<file path="src/rtl/rk_fb_pkg.sv">
// Shared constants and encodings for the Radio-86RK framebuffer port-A arbiter.
package rk_fb_pkg;

   localparam int FB_W     = 408;
   localparam int FB_H     = 300;
   localparam int FB_WORDS = FB_W * FB_H;
   localparam int ADDR_W   = 18;

   typedef enum logic [1:0] {
      SRC_NONE,
      SRC_CAP,
      SRC_CLR,
      SRC_AUX
   } src_e;

   typedef enum logic [1:0] {
      CLR_IDLE,
      CLR_RUN,
      CLR_DONE
   } clr_state_e;

endpackage

</file>
<file path="src/rtl/rk_fb_clear.sv">
// Bulk clear sequencer: walks the framebuffer once, advancing only when stepped.
module rk_fb_clear #(
   parameter int ADDR_W   = rk_fb_pkg::ADDR_W,
   parameter int FB_WORDS = rk_fb_pkg::FB_WORDS
) (
   input  logic              clk,
   input  logic              reset_n,
   input  logic              start_i,
   input  logic              value_i,
   input  logic              step_i,
   output logic [ADDR_W-1:0] addr_o,
   output logic              data_o,
   output logic              busy_o,
   output logic              done_o
);
   import rk_fb_pkg::*;

   localparam logic [ADDR_W-1:0] LAST = ADDR_W'(FB_WORDS - 1);

   clr_state_e        state_q, state_d;
   logic [ADDR_W-1:0] ptr_q, ptr_d;
   logic              val_q, val_d;

   always_ff @(posedge clk) begin
      if (!reset_n) begin
         state_q <= CLR_IDLE;
         ptr_q   <= '0;
         val_q   <= 1'b0;
      end else begin
         state_q <= state_d;
         ptr_q   <= ptr_d;
         val_q   <= val_d;
      end
   end

   always_comb begin
      state_d = state_q;
      ptr_d   = ptr_q;
      val_d   = val_q;
      unique case (state_q)
         CLR_IDLE: begin
            if (start_i) begin
               state_d = CLR_RUN;
               ptr_d   = '0;
               val_d   = value_i;
            end
         end
         CLR_RUN: begin
            if (step_i) begin
               if (ptr_q == LAST) state_d = CLR_DONE;
               else ptr_d = ptr_q + ADDR_W'(1);
            end
         end
         CLR_DONE: state_d = CLR_IDLE;
         default:  state_d = CLR_IDLE;
      endcase
   end

   assign addr_o = ptr_q;
   assign data_o = val_q;
   assign busy_o = (state_q != CLR_IDLE);
   assign done_o = (state_q == CLR_DONE);

endmodule

</file>
<file path="src/rtl/rk_fb_arbiter.sv">
// Port-A arbiter for the 1-bit video framebuffer: capture > clear > aux,
// registered RAM issue and a two-stage aux read return path.
module rk_fb_arbiter #(
   parameter int ADDR_W   = rk_fb_pkg::ADDR_W,
   parameter int FB_WORDS = rk_fb_pkg::FB_WORDS,
   parameter int CNT_W    = 16
) (
   input  logic              clk,
   input  logic              reset_n,
   input  logic              cap_we,
   input  logic [ADDR_W-1:0] cap_addr,
   input  logic              cap_data,
   input  logic              clr_start,
   input  logic              clr_value,
   output logic              clr_busy,
   output logic              clr_done,
   input  logic              aux_req,
   input  logic              aux_we,
   input  logic [ADDR_W-1:0] aux_addr,
   input  logic              aux_wdata,
   output logic              aux_gnt,
   output logic              aux_rvalid,
   output logic              aux_rdata,
   output logic [CNT_W-1:0]  aux_stall_cnt,
   output logic [ADDR_W-1:0] ram_addr,
   output logic              ram_data,
   output logic              ram_wren,
   output logic              ram_rden,
   input  logic              ram_q
);
   import rk_fb_pkg::*;

   localparam logic [ADDR_W-1:0] LIMIT = ADDR_W'(FB_WORDS);

   logic [ADDR_W-1:0] clr_addr;
   logic              clr_data;
   logic              clr_run;
   logic              cap_ok, aux_ok;
   src_e              src;

   logic [ADDR_W-1:0] addr_q, addr_d;
   logic              data_q, data_d;
   logic              wren_q, wren_d;
   logic              rden_q, rden_d;
   logic              rd1_q, rd1_d, oor1_q, oor1_d;
   logic              rd2_q, oor2_q;
   logic              rvalid_q, rdata_q;
   logic [CNT_W-1:0]  stall_q, stall_d;

   rk_fb_clear #(
      .ADDR_W   (ADDR_W),
      .FB_WORDS (FB_WORDS)
   ) u_clear (
      .clk     (clk),
      .reset_n (reset_n),
      .start_i (clr_start),
      .value_i (clr_value),
      .step_i  (~cap_we),
      .addr_o  (clr_addr),
      .data_o  (clr_data),
      .busy_o  (clr_busy),
      .done_o  (clr_done)
   );

   assign clr_run = clr_busy & ~clr_done;
   assign aux_gnt = aux_req & ~cap_we & ~clr_busy;
   assign cap_ok  = (cap_addr < LIMIT);
   assign aux_ok  = (aux_addr < LIMIT);

   always_comb begin
      src = SRC_NONE;
      priority case (1'b1)
         cap_we:  src = SRC_CAP;
         clr_run: src = SRC_CLR;
         aux_gnt: src = SRC_AUX;
         default: src = SRC_NONE;
      endcase
   end

   // Out-of-range slots are consumed but leave the RAM port idle.
   always_comb begin
      addr_d = addr_q;
      data_d = data_q;
      wren_d = 1'b0;
      rden_d = 1'b0;
      rd1_d  = 1'b0;
      oor1_d = 1'b0;
      unique case (src)
         SRC_CAP: begin
            if (cap_ok) begin
               addr_d = cap_addr;
               data_d = cap_data;
               wren_d = 1'b1;
            end
         end
         SRC_CLR: begin
            addr_d = clr_addr;
            data_d = clr_data;
            wren_d = 1'b1;
         end
         SRC_AUX: begin
            if (aux_we) begin
               if (aux_ok) begin
                  addr_d = aux_addr;
                  data_d = aux_wdata;
                  wren_d = 1'b1;
               end
            end else begin
               rd1_d  = 1'b1;
               oor1_d = ~aux_ok;
               if (aux_ok) begin
                  addr_d = aux_addr;
                  rden_d = 1'b1;
               end
            end
         end
         default: ;
      endcase
   end

   always_comb begin
      stall_d = stall_q;
      if (aux_req && !aux_gnt && stall_q != '1)
         stall_d = stall_q + CNT_W'(1);
   end

   always_ff @(posedge clk) begin
      if (!reset_n) begin
         addr_q   <= '0;
         data_q   <= 1'b0;
         wren_q   <= 1'b0;
         rden_q   <= 1'b0;
         rd1_q    <= 1'b0;
         oor1_q   <= 1'b0;
         rd2_q    <= 1'b0;
         oor2_q   <= 1'b0;
         rvalid_q <= 1'b0;
         rdata_q  <= 1'b0;
         stall_q  <= '0;
      end else begin
         addr_q   <= addr_d;
         data_q   <= data_d;
         wren_q   <= wren_d;
         rden_q   <= rden_d;
         rd1_q    <= rd1_d;
         oor1_q   <= oor1_d;
         rd2_q    <= rd1_q;
         oor2_q   <= oor1_q;
         rvalid_q <= rd2_q;
         if (rd2_q) rdata_q <= ram_q & ~oor2_q;
         stall_q  <= stall_d;
      end
   end

   assign ram_addr      = addr_q;
   assign ram_data      = data_q;
   assign ram_wren      = wren_q;
   assign ram_rden      = rden_q;
   assign aux_rvalid    = rvalid_q;
   assign aux_rdata     = rdata_q;
   assign aux_stall_cnt = stall_q;

endmodule

</file>
<file path="config.mk">
export PLATFORM = sky130hd
export DESIGN_NAME = rk_fb_arbiter
export DESIGN_NICKNAME = d
export VERILOG_FILES = /design/src/rtl/rk_fb_pkg.sv /design/src/rtl/rk_fb_clear.sv /design/src/rtl/rk_fb_arbiter.sv
export SDC_FILE = /design/constraint.sdc
export NUM_CORES = 1
export LEC_CHECK = 0
export ABC_AREA = 1
export BUFFER_PORTS_ARGS = -buffer_cell sky130_fd_sc_hd__buf_2
export CORE_UTILIZATION = 34
export CTS_CLUSTER_SIZE = 16
export DETAILED_ROUTE_END_ITERATION = 8
export PLACE_DENSITY = 0.65
export SYNTH_ARGS = -nofsm -noshare
export SYNTH_HDL_FRONTEND = slang
export SYNTH_SLANG_ARGS = --single-unit
</file>
<file path="constraint.sdc">
create_clock -name clk -period 2.86 [get_ports clk]
set_input_delay 0.572 -clock clk [delete_from_list [all_inputs] [get_ports clk]]
set_output_delay 0.572 -clock clk [all_outputs]
set_load 0.005 [all_outputs]
</file>
==> results of run 1 <==
## placed cells by master, fill, tap and decap left out, drive strengths merged
| cell | count |
|---|---|
| clkinvlp | 1 |
| o21bai | 1 |
| nor3 | 12 |
| ha | 2 |
| nor2 | 120 |
| inv | 109 |
| clkbuf | 11 |
| o32ai | 1 |
| nand2 | 205 |
| clkinv | 4 |
| xor2 | 9 |
| buf | 92 |
| dfxtp | 64 |
| o21ai | 12 |
| a21oi | 28 |
| o211ai | 1 |
| nand3b | 2 |
| xnor2 | 4 |
| bufinv | 1 |
| nand4 | 33 |
| nand3 | 41 |
| and2 | 1 |
| nor3b | 2 |
## flip-flops by register name (all words and copies together), names as in the netlist
| name | cells |
|---|---|
| aux_rdata | 1 |
| aux_rvalid | 1 |
| aux_stall_cnt | 16 |
| oor1_q | 1 |
| oor2_q | 1 |
| ram_addr | 18 |
| ram_data | 1 |
| ram_rden | 1 |
| ram_wren | 1 |
| rd1_q | 1 |
| rd2_q | 1 |
| u_clear.addr_o | 18 |
| u_clear.data_o | 1 |
| u_clear.state_q | 2 |
## critical path, cell delays in order (launching register included)
cell and delay (ns):
dfxtp_1 0.39, nor2_2 0.20, inv_2 0.09, nor2_8 0.27
buf_2 0.19
## power breakdown
part | switching (W) | leakage, nW | internal, W
Clock | 0.000406 | 0.145 | 0.000696
Combinational | 0.000259 | 1.73 | 0.000146
Sequential | 0.0000262 | 0.522 | 0.000936
Total | 0.000691 | 2.39 | 0.00178
## cell usage after synthesis
library cell  count  share of area, %
nor3_2            2              0.49
nand2_2           3              0.46
xor2_1            9               1.9
nand2_1         201                19
inv_2            14               1.3
clkinv_1          1             0.092
o32ai_1           1              0.22
and2_1            1              0.15
inv_1            93               8.6
ha_1              2              0.62
o21bai_1          1              0.18
nor2_1          113                10
nor2_4            2              0.55
nor2_8            2              0.99
nand4_4           1              0.52
buf_8             1              0.37
nand2_4           1              0.28
dfxtp_1          64                32
o211ai_1          1              0.18
o21ai_0          10               1.2
clkbuf_1          6              0.55
xnor2_1           4              0.86
nand3_4           3               1.3
o21ai_2           1              0.22
nand4_1          32               4.9
nor3_1           10               1.2
a21oi_4           1              0.40
buf_6             2              0.55
buf_2             6              0.74
nand3b_1          2              0.37
nand3_1          37               4.6
inv_4             2              0.31
nor2_2            3              0.46
o21ai_1           1              0.12
buf_4             4              0.74
nand3_2           1              0.25
nor3b_1           2              0.37
a21oi_1          27               3.3
## metrics by stage
step	hold WS, ns	cells	worst slack (ns)
floorplan	0.390	667	1.14
global placement	0.394	883	0.742
detailed placement	0.396	883	0.730
CTS	0.409	899	0.785
global route	0.434	899	0.712
finish	0.410	899	0.802
## worst max-delay path by stage
| stage | from | endpoint | slack [ns] |
|---|---|---|---|
| finish | u_clear.state_q[0]$_SDFFE_PN0P_ | aux_gnt | 0.80 |
| global route | u_clear.state_q[0]$_SDFFE_PN0P_ | u_clear.addr_o[7]$_SDFFE_PN0P_ | 0.71 |
| CTS | u_clear.state_q[0]$_SDFFE_PN0P_ | aux_gnt | 0.79 |
| detailed placement | cap_we | ram_addr[4]$_SDFFE_PN0P_ | 0.73 |
| global placement | cap_we | ram_addr[2]$_SDFFE_PN0P_ | 0.74 |
| floorplan | cap_addr[14] | ram_addr[17]$_SDFFE_PN0P_ | 1.14 |
## cell type report
| type | instances | area (um^2) |
|---|---|---|
| fillers | 1218 | 6620 |
| multi-input cells | 474 | 2240 |
| flip-flops and latches | 64 | 1280 |
| repair buffers | 92 | 473 |
| inverters | 110 | 418 |
| clock buffers | 11 | 243 |
| well taps | 143 | 179 |
| clock inverters | 5 | 56.3 |
## cell families after synthesis
kind of cell	count (synthesis)
and+or+nand+nor	416
DFF	64
AOI/OAI and AO/OA	43
buffers and inverters	129
adders and majority gates	2
xor gates and xnor gates	13
## per-layer routing
layer | vias to the layer above | global-route usage (%) | wire length (um)
met3 | 22 | 3.61 | 677
met2 | 149 | 28.4 | 4580
met4 | 0 | 7.03 | 203
met5 | - | 0 | 0
li1 | 2240 | - | -
met1 | 1793 | 22.7 | 5030
==> results_tabular.tex, run 1 <==
\begin{tabular}{lr}
\hline
Metric & Value \\
\hline
\multicolumn{2}{l}{\textbf{Clock network}} \\
\quad Clock Sinks & 64 \\
\quad H-tree Lvls & 3 \\
\quad Clock latency at the later pin of the worst-skew pair & 0.33 ns \\
\quad Postcts setup bufs & 0 \\
\quad CTS tree & yes \\
\quad Hold\_buf cts & 0 \\
\quad Post-cts sizing count & 0 \\
\quad Root cell of the clock tree & clkbuf\_16 \\
\quad Maximum buffer depth of the clock tree & 2 \\
\quad Clk pin slew, worst setup/hold paths & 0.06 ns \\
\quad Number of buffers created by CTS & 9 \\
\multicolumn{2}{l}{\textbf{STA}} \\
\quad Slew headroom & 44.7\% \\
\quad Final worst path period need & 2.06 ns \\
\quad Number of max-slew violations in the final report & 0 \\
\quad RSZ-0062 raised after global routing & no \\
\quad Ratio of final minimum period to clock period & 72.0\% \\
\quad Total Negative Setup Slacks & 0 ns \\
\quad Number of failing setup endpoints in the final timing report & 0 \\
\quad Number of failing hold endpoints at the final stage & 0 \\
\quad Post-Route Skew & 0.00457 ns \\
\quad Peak clock frequency supported by timing & 486 MHz \\
\quad Actual transition at the worst max-transition pin & 0.828 ns \\
\multicolumn{2}{l}{\textbf{Logic synthesis}} \\
\quad Cell area after synthesis & 0.00406 mm\^{}2 \\
\quad Adder and majority cell fraction of the synthesized area & 0.616\% \\
\quad Proportion of synthesized chip area in sequential cells & 31.5\% \\
\quad Nets in the synthesized netlist & 715 \\
\quad Synth unique cells & 38 \\
\quad Multiplexer fraction of the synthesized cell area & 0\% \\
\quad Flip-flop and latch count after synthesis & 64 \\
\quad Xor-xnor portion of the synthesized cell area & 2.80\% \\
\quad Simple-Gate Fraction of Synth Area & 45.9\% \\
\quad Synthesized instance count & 667 \\
\quad Main combinational cell family by area after synthesis & simple AND/OR/NAND/NOR gates \\
\quad Mapped Avg Cell Area & 6.09 um\^{}2 \\
\quad Fraction of the mapped netlist area in compound gates & 5.88\% \\
\quad Count of warnings emitted by yosys & 0 \\
\multicolumn{2}{l}{\textbf{Worst setup path}} \\
\quad Reg2reg end & u\_clear.addr\_o[1]\$\_SDFFE\_PN0P\_ \\
\quad Data required time of the worst path & 2.29 ns \\
\quad Crit path max fanout & 18 \\
\quad Reg2Reg Setup Slack & 0.94 ns \\
\quad RR Startpoint & u\_clear.state\_q[0]\$\_SDFFE\_PN0P\_ \\
\quad Startpoint types & flip-flop \\
\quad Endpoint class of the critical path & output port \\
\quad Cells on worst reg2reg path & 9 \\
\quad CP Class & flip-flop to output port \\
\quad Data arrival time at the worst-slack endpoint & 1.49 ns \\
\multicolumn{2}{l}{\textbf{Drt}} \\
\quad DRC violations left & 22 \\
\quad DRT iter0 DRCs & 395 \\
\quad DR pass1 iterations & 7 \\
\quad Routed wire per std cell & 11.7 um \\
\quad DRT antenna net count & 0 \\
\quad Total number of vias & 4204 \\
\quad Vias per cell & 4.68 \\
\quad Aggregate routed wire length & 10.5 mm \\
\multicolumn{2}{l}{\textbf{Min path}} \\
\quad Hold Crit Endpoint & rd2\_q\$\_SDFF\_PN0\_ \\
\quad Classification of the worst-slack hold path & flip-flop to flip-flop \\
\quad Hold path depth & 2 \\
\quad HP Start & rd1\_q\$\_SDFF\_PN0\_ \\
\multicolumn{2}{l}{\textbf{Placed design}} \\
\quad DPL Wire Length & 7.97 mm \\
\quad Count of buffers from port buffering & 87 \\
\quad Routability congestion estimate & 0.879 \\
\quad Placement-stage cell area & 0.00459 mm\^{}2 \\
\multicolumn{2}{l}{\textbf{Pwr}} \\
\quad Static leakage & 2.39 nW \\
\quad Maximum vdd ir drop & 0.279 mV \\
\quad Power per cell area & 505 mW/mm\^{}2 \\
\quad Post-route total power & 0.00247 W \\
\multicolumn{2}{l}{\textbf{Floorplanning}} \\
\quad Die Height & 111 um \\
\quad DIE AREA & 0.0124 mm\^{}2 \\
\quad Core region area & 0.0115 mm\^{}2 \\
\quad Row count & 39 \\
\quad Die X & 111 um \\
\quad Initial standard-cell utilization of the core & 35.3\% \\
\quad \# IOs & 88 \\
\multicolumn{2}{l}{\textbf{Finish}} \\
\quad Share of cells above drive strength 1 & 18.9\% \\
\quad Layout overhead on the synthesized area & 20.4\% \\
\quad Final design instance area without fill & 0.00489 mm\^{}2 \\
\quad Post-layout util & 42.5\% \\
\quad Total number of nets in the final design & 799 \\
\quad Number of diodes added for antenna fixing & 0 \\
\multicolumn{2}{l}{\textbf{Status}} \\
\quad Result of the run & complete, but fails checks \\
\quad Violated checks & DRC \\
\multicolumn{2}{l}{\textbf{Global route}} \\
\quad Global-route wire length before repair & 17.7 mm \\
\quad Maximum number of pins on one net before global-route repair & 33 \\
\quad Initial antenna violation count & 0 \\
\quad Global Route Usage Sum & 17.5\% \\
\quad Via count of the first global-routing pass & 3799 \\
\quad Overflow after GRT & 0 \\
\multicolumn{2}{l}{\textbf{Run}} \\
\quad Total of max-cap violations & 0 \\
\hline
\end{tabular}
Power figures use the tool's default switching activity.
==> inputs of run 2 (changes only) <==
ABC_AREA = 0   (was 1)
PLACE_DENSITY = 0.69   (was 0.65)
clock period = 1.66 ns   (was 2.86 ns; I/O delays follow)
==> run 2 against run 1 <==
The flow finishes with violations (setup timing). Global-route usage increased by 4.3 points. Synthesized area shrank 21%. First-iteration DRC count decreased by 55%. Critical path type is now flip-flop to flip-flop. Highest routed layer unchanged.
==> results_tabular.tex, run 2 <==
\begin{tabular}{lr}
\hline
Metric & Value \\
\hline
\multicolumn{2}{l}{\textbf{Finish}} \\
\quad Layout overhead on the synthesized area & 58.2\% \\
\quad Number of diodes added for antenna fixing & 0 \\
\quad Most common cell after layout, fill and taps aside & buf\_2 \\
\quad Commonest cells after routing, fill and taps aside & 86 x buf\_2, 80 x buf\_4, 58 x dfxtp\_1 \\
\quad Share of cells above drive strength 1 & 51.0\% \\
\quad Final design instance area without fill & 0.00509 mm\^{}2 \\
\quad Total number of nets in the final design & 588 \\
\quad Post-layout util & 55.4\% \\
\multicolumn{2}{l}{\textbf{Worst setup path}} \\
\quad Endpoint class of the critical path & flip-flop \\
\quad Standard cell with the maximum stage delay on the critical path & or4\_4 \\
\quad CP Class & flip-flop to flip-flop \\
\quad Most used cell along the critical path & buf\_4 \\
\quad Crit path cell chain & or4\_4 -> nor4\_4 -> buf\_4 -> buf\_4 -> buf\_4 -> a211o\_4 -> or3\_1 -> o211ai\_1 \\
\quad Kind of cell with the highest combined delay on the critical path & simple AND/OR/NAND/NOR gates \\
\quad Maximum cell stage delay along the critical path & 0.54 ns \\
\quad Data arrival time at the worst-slack endpoint & 2.15 ns \\
\quad Crit path max fanout & 5 \\
\quad Data required time of the worst path & 1.88 ns \\
\quad Startpoint types & flip-flop \\
\quad CP bufs+invs & 3 \\
\multicolumn{2}{l}{\textbf{STA}} \\
\quad Number of failing hold endpoints at the final stage & 0 \\
\quad Number of max-slew violations in the final report & 0 \\
\quad Final worst path period need & 1.93 ns \\
\quad Number of failing setup endpoints in the final timing report & 39 \\
\quad Worst setup slack after layout & -0.268 ns \\
\quad Worst hold margin & 0.235 ns \\
\quad Ratio of final minimum period to clock period & 116\% \\
\quad Slew headroom & 66.7\% \\
\quad Actual transition at the worst max-transition pin & 0.486 ns \\
\quad Peak clock frequency supported by timing & 519 MHz \\
\quad Post-Route Skew & 0.0101 ns \\
\quad RSZ-0062 raised after global routing & yes \\
\multicolumn{2}{l}{\textbf{Drt}} \\
\quad Total number of vias & 3633 \\
\quad DRC violations left & 0 \\
\quad DR pass1 iterations & 5 \\
\quad DRT iter0 DRCs & 177 \\
\quad Aggregate routed wire length & 10.9 mm \\
\quad Routed wire per std cell & 16.7 um \\
\quad DRT antenna net count & 0 \\
\quad Vias per cell & 5.56 \\
\multicolumn{2}{l}{\textbf{Logic synthesis}} \\
\quad Share of synthesized registers carrying an async set or reset & 0\% \\
\quad Largest cells by area after synthesis & dfxtp\_1 40\%, a311oi\_1 5.2\%, xnor2\_1 4.4\% \\
\quad Post-synth top area cell & dfxtp\_1 \\
\quad Flip-flop and latch count after synthesis & 64 \\
\quad Count of flip-flops with a built-in enable after synthesis & 0 \\
\quad Synthesized instance count & 373 \\
\quad Mapped Avg Cell Area & 8.63 um\^{}2 \\
\quad Synth unique cells & 54 \\
\quad Top-area cell type share of the netlist area & 39.8\% \\
\quad Nets in the synthesized netlist & 421 \\
\quad Proportion of synthesized chip area in sequential cells & 39.8\% \\
\quad Most common cell in the netlist & dfxtp\_1 \\
\quad Count of warnings emitted by yosys & 0 \\
\quad Cell area after synthesis & 0.00322 mm\^{}2 \\
\quad Top\_reg\_cell synth & dfxtp\_1 \\
\quad Top cells by instance count after synthesis & 64 x dfxtp\_1, 37 x nor2\_1, 31 x nand2\_1 \\
\multicolumn{2}{l}{\textbf{Run}} \\
\quad Total of max-cap violations & 0 \\
\multicolumn{2}{l}{\textbf{Floorplanning}} \\
\quad Row count & 35 \\
\quad Core region area & 0.00920 mm\^{}2 \\
\quad \# IOs & 88 \\
\quad Die X & 99.3 um \\
\quad Initial standard-cell utilization of the core & 35.0\% \\
\quad Die Height & 99.3 um \\
\quad DIE AREA & 0.00987 mm\^{}2 \\
\multicolumn{2}{l}{\textbf{Pwr}} \\
\quad Static leakage & 2.15 nW \\
\quad Post-route total power & 0.00388 W \\
\quad Power per cell area & 761 mW/mm\^{}2 \\
\quad Maximum vdd ir drop & 0.446 mV \\
\multicolumn{2}{l}{\textbf{Clock network}} \\
\quad Clk pin slew, worst setup/hold paths & 0.07 ns \\
\quad Number of buffers created by CTS & 9 \\
\quad H-tree Lvls & 3 \\
\quad CTS tree & yes \\
\quad Maximum buffer depth of the clock tree & 2 \\
\quad Clock latency at the later pin of the worst-skew pair & 0.34 ns \\
\quad Root cell of the clock tree & clkbuf\_8 \\
\quad Clock Sinks & 64 \\
\multicolumn{2}{l}{\textbf{Status}} \\
\quad Result of the run & complete, but fails checks \\
\quad Violated checks & setup timing \\
\multicolumn{2}{l}{\textbf{Placed design}} \\
\quad Count of buffers from port buffering & 87 \\
\quad Place WS & -0.291 ns \\
\quad DPL Wire Length & 7.42 mm \\
\quad Routability congestion estimate & 0.883 \\
\quad Placement-stage cell area & 0.00431 mm\^{}2 \\
\multicolumn{2}{l}{\textbf{Global route}} \\
\quad Initial antenna violation count & 0 \\
\quad Via count of the first global-routing pass & 3508 \\
\quad Global Route Usage Sum & 21.8\% \\
\quad Maximum number of pins on one net before global-route repair & 28 \\
\quad Global-route wire length before repair & 17.1 mm \\
\quad Overflow after GRT & 0 \\
\multicolumn{2}{l}{\textbf{Min path}} \\
\quad Classification of the worst-slack hold path & primary input to flip-flop \\
\hline
\end{tabular}
run 2: changes by cell type in the layout (fill, tap and decap cells not counted), sizes merged, moves of 8 or more:
cell / change
a22oi: +18
inv: -100
a211oi: +8
nor2: -83
buf: +90
nand2: -173
xnor2: +12
nand3: -23
a311oi: +19
nand4: -26
run 2: cell families (layout without fill, tap and decap cells):
family,Yosys count,in the layout,share of synthesized area [%]
compound gates,101,101,22.7
fa+ha+maj,2,2,0.777
flops,64,64,39.8
mux,2,2,0.622
simple gates,144,144,23.6
buf+inv,36,206,5.98
xor+xnor,24,24,6.53
run 2: layer usage:
layer  GRT usage (%)  vias up  part of all wire [%]
li1                -     1718                     -
met1            27.1     1766                    43
met2            36.4      123                    49
met3            4.36       26                   4.9
met4            9.95        0                   2.8
met5               0        -                     0
run 2: where the power goes:
part	total, W	switching [W]	leakage (nW)	internal (W)
clock	0.00147	0.000609	0.108	0.000865
combinational	0.000754	0.000367	1.52	0.000387
sequential	0.00165	0.0000504	0.524	0.00160
run 2: final cells by class:
class / count / area (um^2)
Clock buffer: 10 / 138
Clock inverter: 4 / 70.1
Fill cell: 777 / 4100
Inverter: 10 / 43.8
Multi-Input combinational cell: 273 / 2130
Sequential cell: 64 / 1290
Tap cell: 111 / 139
Timing Repair Buffer: 182 / 1280
run 2: final timing paths:
kind,start,endpoint,slack (ns),depth (start not counted)
max,u_clear.addr_o[13]$_SDFFE_PN0P_,u_clear.addr_o[17]$_SDFFE_PN0P_,-0.27,8
min,clr_value,u_clear.data_o$_SDFFE_PN0P_,0.24,3
max reg2reg,u_clear.addr_o[13]$_SDFFE_PN0P_,u_clear.addr_o[17]$_SDFFE_PN0P_,-0.27,8
min reg2reg,oor1_q$_SDFF_PP0_,oor2_q$_SDFF_PN0_,0.45,1
run 2: timing repair:
action,CTS,global route
resized for setup,50,40
cloned,4,0
endpoints found under the hold margin,0,0
hold buffers,0,0
pin swaps,18,16
buffers inserted,12,6
setup endpoints to repair,48,56
run 2: per-stage QoR:
step	TNS (ns)	instances
after floorplan	-3.50	373
after global placement	-8.76	623
after detailed placement	-10.18	623
after CTS	-4.03	653
after global routing	-8.00	654
final	-4.87	654
run 2: worst reg2reg max path, delay by kind of cell, from the launching register on:
kind            cells  cell delay [ns]
flops               1             0.32
buf+inv             3             0.41
compound gates      2             0.20
simple gates        3             0.89
